**src/rtl/shift_arbiter.sv**
```systemverilog
// shift_arbiter: shares one barrelshifter32 between two requesters using
// round-robin arbitration, with one registered result and valid/ready
// handshakes on both the request and response sides.
// Optional build macro SHIFT_ARB_STATS_EN adds saturating per-requester
// grant counters.

// 32-bit shifter: func3=1 selects left logical; otherwise right, and
// func7=1 makes the right shift arithmetic.
module barrelshifter32 (
    input  logic [31:0] data_i,
    input  logic [4:0]  shamt_i,
    input  logic        func3_i,
    input  logic        func7_i,
    output logic [31:0] result_o
);

    // Pick the shift operation from the function bits.
    always_comb begin
        if (func3_i) begin
            result_o = data_i << shamt_i;
        end else if (func7_i) begin
            result_o = 32'($signed(data_i) >>> shamt_i);
        end else begin
            result_o = data_i >> shamt_i;
        end
    end

endmodule

module shift_arbiter #(
    parameter bit PRIO_RESET = 1'b0
) (
    input  logic        clk,
    input  logic        rst,
    input  logic        req0_valid,
    output logic        req0_ready,
    input  logic [31:0] req0_data,
    input  logic [4:0]  req0_shamt,
    input  logic        req0_left,
    input  logic        req0_arith,
    input  logic        req1_valid,
    output logic        req1_ready,
    input  logic [31:0] req1_data,
    input  logic [4:0]  req1_shamt,
    input  logic        req1_left,
    input  logic        req1_arith,
    output logic        rsp0_valid,
    input  logic        rsp0_ready,
    output logic        rsp1_valid,
    input  logic        rsp1_ready,
`ifdef SHIFT_ARB_STATS_EN
    output logic [15:0] grant0_cnt,
    output logic [15:0] grant1_cnt,
`endif
    output logic [31:0] rsp_data
);

    localparam int unsigned DataW = 32;
    localparam int unsigned ShW   = 5;

    typedef enum logic {
        IDLE = 1'b0,
        HOLD = 1'b1
    } state_e;

    state_e             state_q, state_d;
    logic               owner_q, owner_d;
    logic               ptr_q,   ptr_d;
    logic               rsp0_valid_q, rsp0_valid_d;
    logic               rsp1_valid_q, rsp1_valid_d;
    logic [DataW-1:0]   rsp_data_q, rsp_data_d;

    logic               grant0, grant1;
    logic               owner_ready;
    logic               can_accept;
    logic               accept;
    logic               acc_id;
    logic [DataW-1:0]   sh_data;
    logic [ShW-1:0]     sh_shamt;
    logic               sh_left;
    logic               sh_arith;
    logic [DataW-1:0]   sh_result;

    // Round-robin grant: a lone requester wins, a tie goes to the pointer.
    always_comb begin
        grant0 = req0_valid && (!req1_valid || (ptr_q == 1'b0));
        grant1 = req1_valid && (!req0_valid || (ptr_q == 1'b1));
    end

    // Accept when idle, or when the current result is being consumed.
    always_comb begin
        owner_ready = owner_q ? rsp1_ready : rsp0_ready;
        can_accept  = (state_q == IDLE) || owner_ready;
        req0_ready  = grant0 && can_accept;
        req1_ready  = grant1 && can_accept;
        accept      = req0_ready || req1_ready;
        acc_id      = req1_ready;
    end

    // Operand mux into the shared shifter; req0 fields when nothing is granted.
    always_comb begin
        if (grant1) begin
            sh_data  = req1_data;
            sh_shamt = req1_shamt;
            sh_left  = req1_left;
            sh_arith = req1_arith;
        end else begin
            sh_data  = req0_data;
            sh_shamt = req0_shamt;
            sh_left  = req0_left;
            sh_arith = req0_arith;
        end
    end

    barrelshifter32 u_shifter (
        .data_i   (sh_data),
        .shamt_i  (sh_shamt),
        .func3_i  (sh_left),
        .func7_i  (sh_arith),
        .result_o (sh_result)
    );

    // Next-state logic for the result register and ownership.
    always_comb begin
        state_d      = state_q;
        owner_d      = owner_q;
        ptr_d        = ptr_q;
        rsp0_valid_d = rsp0_valid_q;
        rsp1_valid_d = rsp1_valid_q;
        rsp_data_d   = rsp_data_q;
        case (state_q)
            IDLE: begin
                if (accept) begin
                    state_d      = HOLD;
                    owner_d      = acc_id;
                    ptr_d        = !acc_id;
                    rsp0_valid_d = !acc_id;
                    rsp1_valid_d = acc_id;
                    rsp_data_d   = sh_result;
                end
            end
            HOLD: begin
                if (owner_ready) begin
                    if (accept) begin
                        owner_d      = acc_id;
                        ptr_d        = !acc_id;
                        rsp0_valid_d = !acc_id;
                        rsp1_valid_d = acc_id;
                        rsp_data_d   = sh_result;
                    end else begin
                        state_d      = IDLE;
                        rsp0_valid_d = 1'b0;
                        rsp1_valid_d = 1'b0;
                    end
                end
            end
            default: begin
                state_d      = IDLE;
                rsp0_valid_d = 1'b0;
                rsp1_valid_d = 1'b0;
            end
        endcase
    end

    // State and result registers with synchronous reset.
    always_ff @(posedge clk) begin
        if (rst) begin
            state_q      <= IDLE;
            owner_q      <= 1'b0;
            ptr_q        <= PRIO_RESET;
            rsp0_valid_q <= 1'b0;
            rsp1_valid_q <= 1'b0;
            rsp_data_q   <= '0;
        end else begin
            state_q      <= state_d;
            owner_q      <= owner_d;
            ptr_q        <= ptr_d;
            rsp0_valid_q <= rsp0_valid_d;
            rsp1_valid_q <= rsp1_valid_d;
            rsp_data_q   <= rsp_data_d;
        end
    end

    assign rsp0_valid = rsp0_valid_q;
    assign rsp1_valid = rsp1_valid_q;
    assign rsp_data   = rsp_data_q;

`ifdef SHIFT_ARB_STATS_EN
    logic [15:0] grant0_cnt_q, grant0_cnt_d;
    logic [15:0] grant1_cnt_q, grant1_cnt_d;

    // Saturating accept counters.
    always_comb begin
        grant0_cnt_d = grant0_cnt_q;
        grant1_cnt_d = grant1_cnt_q;
        if (req0_ready && (grant0_cnt_q != 16'hFFFF)) begin
            grant0_cnt_d = grant0_cnt_q + 16'd1;
        end
        if (req1_ready && (grant1_cnt_q != 16'hFFFF)) begin
            grant1_cnt_d = grant1_cnt_q + 16'd1;
        end
    end

    // Counter registers.
    always_ff @(posedge clk) begin
        if (rst) begin
            grant0_cnt_q <= '0;
            grant1_cnt_q <= '0;
        end else begin
            grant0_cnt_q <= grant0_cnt_d;
            grant1_cnt_q <= grant1_cnt_d;
        end
    end

    assign grant0_cnt = grant0_cnt_q;
    assign grant1_cnt = grant1_cnt_q;
`endif

endmodule

```
**config.mk**
```make
export PLATFORM = sky130hd
export DESIGN_NAME = shift_arbiter
export DESIGN_NICKNAME = d
export VERILOG_FILES = /design/src/rtl/shift_arbiter.sv
export SDC_FILE = /design/constraint.sdc
export NUM_CORES = 1
export LEC_CHECK = 0
export ABC_AREA = 1
export BUFFER_PORTS_ARGS = -buffer_cell sky130_fd_sc_hd__buf_2
export CAP_MARGIN = 20
export CORE_UTILIZATION = 55
export DETAILED_ROUTE_END_ITERATION = 7
export PLACE_DENSITY = 0.8
export RECOVER_POWER = 50
export SLEW_MARGIN = 20
export SYNTH_ARGS = -nofsm -noshare
export SYNTH_HDL_FRONTEND = slang
export SYNTH_HIERARCHICAL = 1
export SYNTH_SLANG_ARGS = --single-unit
```
**constraint.sdc**
```tcl
create_clock -name clk -period 5.2 [get_ports clk]
set_input_delay 0.26 -clock clk [delete_from_list [all_inputs] [get_ports clk]]
set_output_delay 0.26 -clock clk [all_outputs]
set_load 0.005 [all_outputs]
```
# [Yosys cells after proc, flatten, opt, wreduce, memory -nomap -nowiden]
# Index checks and enable logic that the tools add are counted.
[word_totals] ff_bits=37 out_inout_bits=36
[classes] n_eq_ne=2 shift=3 muxes=27 bitwise=2 n_reduce_logical=12
[ops] cell="32-bit 2-to-1 mux" count=5
[ops] cell="32-bit case mux with 2 select lines" count=1
[ops] cell="32-bit by 5-bit << shifter with 32-bit output" count=1
[ops] cell="32-bit by 5-bit >> shifter with 32-bit output" count=1
[ops] cell="32-bit by 5-bit >>> shifter with 32-bit output" count=1
[ops] cell="1-bit 2-to-1 mux" count=15
[ops] cell="1-bit case mux with 2 select lines" count=5
[ops] cell="5-bit 2-to-1 mux" count=1
[ops] cell="1-bit logical AND" count=4
[ops] cell="1-bit logical OR" count=4
[ops] cell="1-bit zero test" count=3
[ops] cell="2-bit by 1-bit != test with 1-bit output (second input constant)" count=1
[ops] cell="2-bit != test (second input constant)" count=1
[ops] cell="1-bit NOT" count=2
[ops] cell="2-bit AND reduction" count=1

# [Depth between registers and ports, before layout]
[depth] word_depth=10 ltp_mapped=22 depth_no_buf=20

# [Cells and area by module]
# Netlist, hierarchy kept.
[modules_own_cells] module="barrelshifter32" instances=1 cells_per_inst=729 area_each_um2=3688.5 seq_area_each_um2=0.0
[modules_own_cells] module="shift_arbiter" instances=1 cells_per_inst=299 area_each_um2=1908.1 seq_area_each_um2=740.7

# [Worst setup path after synthesis]
# OpenSTA, ideal clock, no wires.
[synth_timing] path_type="register to register" startpoint="reg ptr_q" endpoint="reg rsp_data_q[23], in the netlist rsp_data[23]" arrival_ns=1.899 required_time_ns=5.068 slack_ns=3.169 path_stages_with_launch=16 synth_period_minus_slack_ns=2.031 path_cell_list="dfxtp_1 > nand2_2 > o21ai_4 > buf_2 > nand2_1 > nand2_1 > buf_4 > inv_2 > buf_4 > buf_4 > o211ai_1 > nand3_1 > nand3_1 > nand4_1 > nand3_1 > a21oi_1"
[synth_between] elab_chain_cells=9
[synth_rtl] item="from (decl)" line_no="68" text="logic ptr_q, ptr_d;"
[synth_rtl] item="from (signal assigned)" line_no="177" text="ptr_q <= ptr_d;"
[synth_rtl] item="1-bit logical OR *" line_no="87" text="grant1 = req1_valid && (!req0_valid || (ptr_q == 1'b1));"
[synth_rtl] item="1-bit logical AND *" line_no="87"
[synth_rtl] item="5-bit 2-to-1 mux *" line_no="102" text="if (grant1) begin"
[synth_rtl] item="named net sh_shamt[1]" line_no="79" text="logic [ShW-1:0] sh_shamt;"
[synth_rtl] item="32-bit by 5-bit >> shifter with 32-bit output / 32-bit by 5-bit >>> shifter with 32-bit output (equally long branches)" line_no="24, 22"
[synth_rtl] item="32-bit 2-to-1 mux" line_no="21" text="end else if (func7_i) begin"
[synth_rtl] item="32-bit 2-to-1 mux *" line_no="19" text="if (func3_i) begin"
[synth_rtl] item="named net sh_result[23]" line_no="82" text="logic [DataW-1:0] sh_result;"
[synth_rtl] item="32-bit 2-to-1 mux *" line_no="133, 144"
[synth_rtl] item="32-bit 2-to-1 mux" line_no="143" text="if (owner_ready) begin"
[synth_rtl] item="32-bit case mux with 2 select lines *" line_no="131" text="case (state_q)"
[synth_rtl] item="to (signal assigned)" line_no="180" text="rsp_data_q <= rsp_data_d;"
[synth_rtl] item="to (decl)" line_no="71" text="logic [DataW-1:0] rsp_data_q, rsp_data_d;"
# Mark *: on every way through the listed nets, which the timed path passes. The rest lies on a longest branch. The select of a mux whose other input is x is not followed.
# A chain may end at the register's enable or synchronous reset.

# [Final worst setup path]
[layout_timing] startpoint="reg ptr_q" endpoint="reg rsp_data_q[12], in the netlist rsp_data[12]"
# Same word-level chain as after synthesis.

==> summary.txt <==
first-pass GRT wire length - 31,400 µm
CTS Sinks - 37
Remaining DRCs - 0
Worst Hold Class - in -> reg
non-filler instance count after layout - 1,219
DRT Pass-1 Iters - 7
Via Count - 7,378
CTS tree - yes
CORE AREA - 9820 µm²
Die X - 103 µm
crit path launch type - flip-flop
worst path cell trace - nand2_2 > o21ai_4 > buf_4 > inv_2 > nand2_1 > nand2_2 > clkinv_2 > nand3_1 > o211ai_2 > nand2_1 > nand2_1 > nand2_1 > nand2_1 > o21ai_1 > nand3_1 > a21oi_1
Synth Warn # - 6
Main synth FF type - dfxtp_1
RSZ-0062 raised after global routing - false
worst slew pin tran - 1.38 ns
clock latency on the worst-skew pair - 0.29 ns
status - finished clean
filler instances - 1,079
grt ovf - 0
slowest stage delay, CP - 0.69 ns
fin crit share - 71.9%
Worst R2R Start - ptr_q
Hold Startpoint - req0_valid
worst setup path start - ptr_q
Detailed Route WL - 19,600 µm
final-stage net count - 1,169
Worst R2R Setup Slack - 1.46 ns
CTS Hold Bufs - 0
sequential cell area - 741 µm²
total die area - 10,600 µm²
Cells after Synth - 1,028
Worst Path Required - 5.42 ns
post-route cell area - 6030 µm²
CTS Root Cell - clkbuf_8
Antenna Nets Post-Route - 0
Avg Cell Area, Syn - 5.44 µm²
final hold viol count - 0
Buffers & Inverters on Critical Path - 3
# H-tree levels - 2
WL met2 - 8660 µm
top cells by count, synth - 349 x nand2_1, 348 x nand3_1, 47 x a21oi_1, 39 x buf_2, 37 x dfxtp_1
max_cap viols - 0
IO Port Bufs - 119
P_leak - 2.98 nW
post-route minimum period - 3.74 ns
Synth Net Count - 1,112
I/O Pins - 120
WL met1 - 8280 µm
area leader, netlist - nand3_1
RePlAce Congestion - 1.08
buffer depth of the longest clock path - 2
count leader, synth - nand2_1
register area share after synthesis - 13.2%
cell mode on critical path - nand2_1
final slew viol count - 0
final setup TNS - 0 ns
starting density of the core - 57.0%
number of synthesized flops with an enable pin - 0
placed cell areas - 5950 µm²
highest clock rate - 268 MHz
VDD IR-drop max - 0.182 mV
flops & latches, synth - 37
area of the multi-input gates - 4240 µm²
Setup crit end kind - flip-flop
final setup margin - 1.46 ns
HPWL Detailed - 14,700 µm
Setup Crit Path Kind - reg -> reg
top-area cell type share of the netlist area - 31.1%
Placed Instances - 1,211
Max Fanout on Critical Path - 67
vias in the first global route - 6,318
Place WS - 1.65 ns
post-CTS sizing - 0
Overall Global Routing Usage - 37.8%
slowest cell on the critical path - clkinv_2
ant diodes - 0
Avg WL per Cell - 16.1 µm
P per Cell Area - 265 nW/µm²
DRT iter0 DRCs - 916
Cell variety after synth - 35
Die H - 103 µm
Critical Path AT - 3.96 ns
initial antenna violation count - 0
Vias/cell - 6.05
Clock transition at path regs - 0.08 ns
Synth Cell Area - 5600 µm²
ratio of cells with drive above 1 in the final layout - 14.5%
relative slew slack - 7.96%
largest net degree at the start of global routing - 72
setup bufs post-CTS - 0
main area contributors after synthesis - nand3_1 31%, nand2_1 23%, dfxtp_1 13%
met3 wire len - 1860 µm
Layout area overhead - 7.82%
highest metal used - met4
# setup viols final - 0
Post-synth ARST share - 0%
Num CTS Buffers - 5
delay-heaviest family, CP - buffers and inverters
Worst Clk Skew - 0.00764 ns
# rows - 36
## cell families (layout without fill, tap and decap cells)
| logic type | after synthesis | in the layout | synth area share, % |
|---|---|---|---|
| compound gates | 94 | 94 | 10.4 |
| buf+inv | 110 | 168 | 10.8 |
| simple gates | 787 | 787 | 65.6 |
| flops | 37 | 37 | 13.2 |
## registers in the layout, indices dropped and copies added, names as in the netlist
name and count:
owner_q 1, rsp_data 32, rsp1_valid 1, ptr_q 1, state_q 1, rsp0_valid 1
## cell usage in the layout, fill, tap and decap left out, drive strengths merged, types with 4 or more instances in the layout
| cell | Yosys | routed |
|---|---|---|
| dfxtp | 37 | 37 |
| buf | 67 | 94 |
| nand3 | 361 | 361 |
| nor2 | 32 | 32 |
| o211ai | 20 | 20 |
| o21ai | 22 | 22 |
| clkbuf | 10 | 38 |
| inv | 33 | 32 |
| nand4 | 15 | 15 |
| nand3b | 4 | 4 |
| a21oi | 48 | 48 |
| and2 | 5 | 5 |
| nand2 | 370 | 370 |
## worst paths after layout
check / end / cells past startpoint
worst max-delay path: rsp_data[12] / 16
worst min-delay path: rsp0_valid / 3
worst max register to register: rsp_data[12] / 16
worst min register to register: rsp0_valid / 2
## metal layers
layer / up-vias / track usage, %
met3: 67 / 4.54
met5: - / 0
met4: 0 / 13.5
li1: 3631 / -
met2: 440 / 60.5
met1: 3240 / 52.2
## report_power, final
group	switching (mW)	internal, mW
clock	0.114	0.193
sequential	0.0189	0.318
combinational	0.657	0.297
total	0.790	0.808
## layout make-up
cell class | count | area share [%]
clock buffer | 5 | 1.14
clock inverter | 3 | 1.14
inverter | 33 | 2.20
multi-input combinational | 881 | 70.3
sequential | 37 | 12.3
tap | 133 | 2.76
timing repair buffer | 127 | 10.2
## worst reg2reg max path, stage by stage, from the launching register on
cell	delay [ns]
dfxtp_1	0.32
nand2_2	0.13
o21ai_4	0.07
buf_4	0.25
inv_2	0.51
nand2_1	0.14
nand2_2	0.10
clkinv_2	0.69
nand3_1	0.46
o211ai_2	0.13
nand2_1	0.17
nand2_1	0.11
nand2_1	0.09
nand2_1	0.05
o21ai_1	0.15
nand3_1	0.10
a21oi_1	0.21
## per-stage QoR
step	hold WS [ns]	utilization [%]	total power [mW]
floorplan	0.452	-	1.06
global placement	0.447	60.6	1.27
detailed placement	0.450	60.6	1.27
CTS	0.340	62.0	1.58
global route	0.366	61.5	1.72
finish	0.340	61.5	1.60
Power figures use the tool's default switching activity.
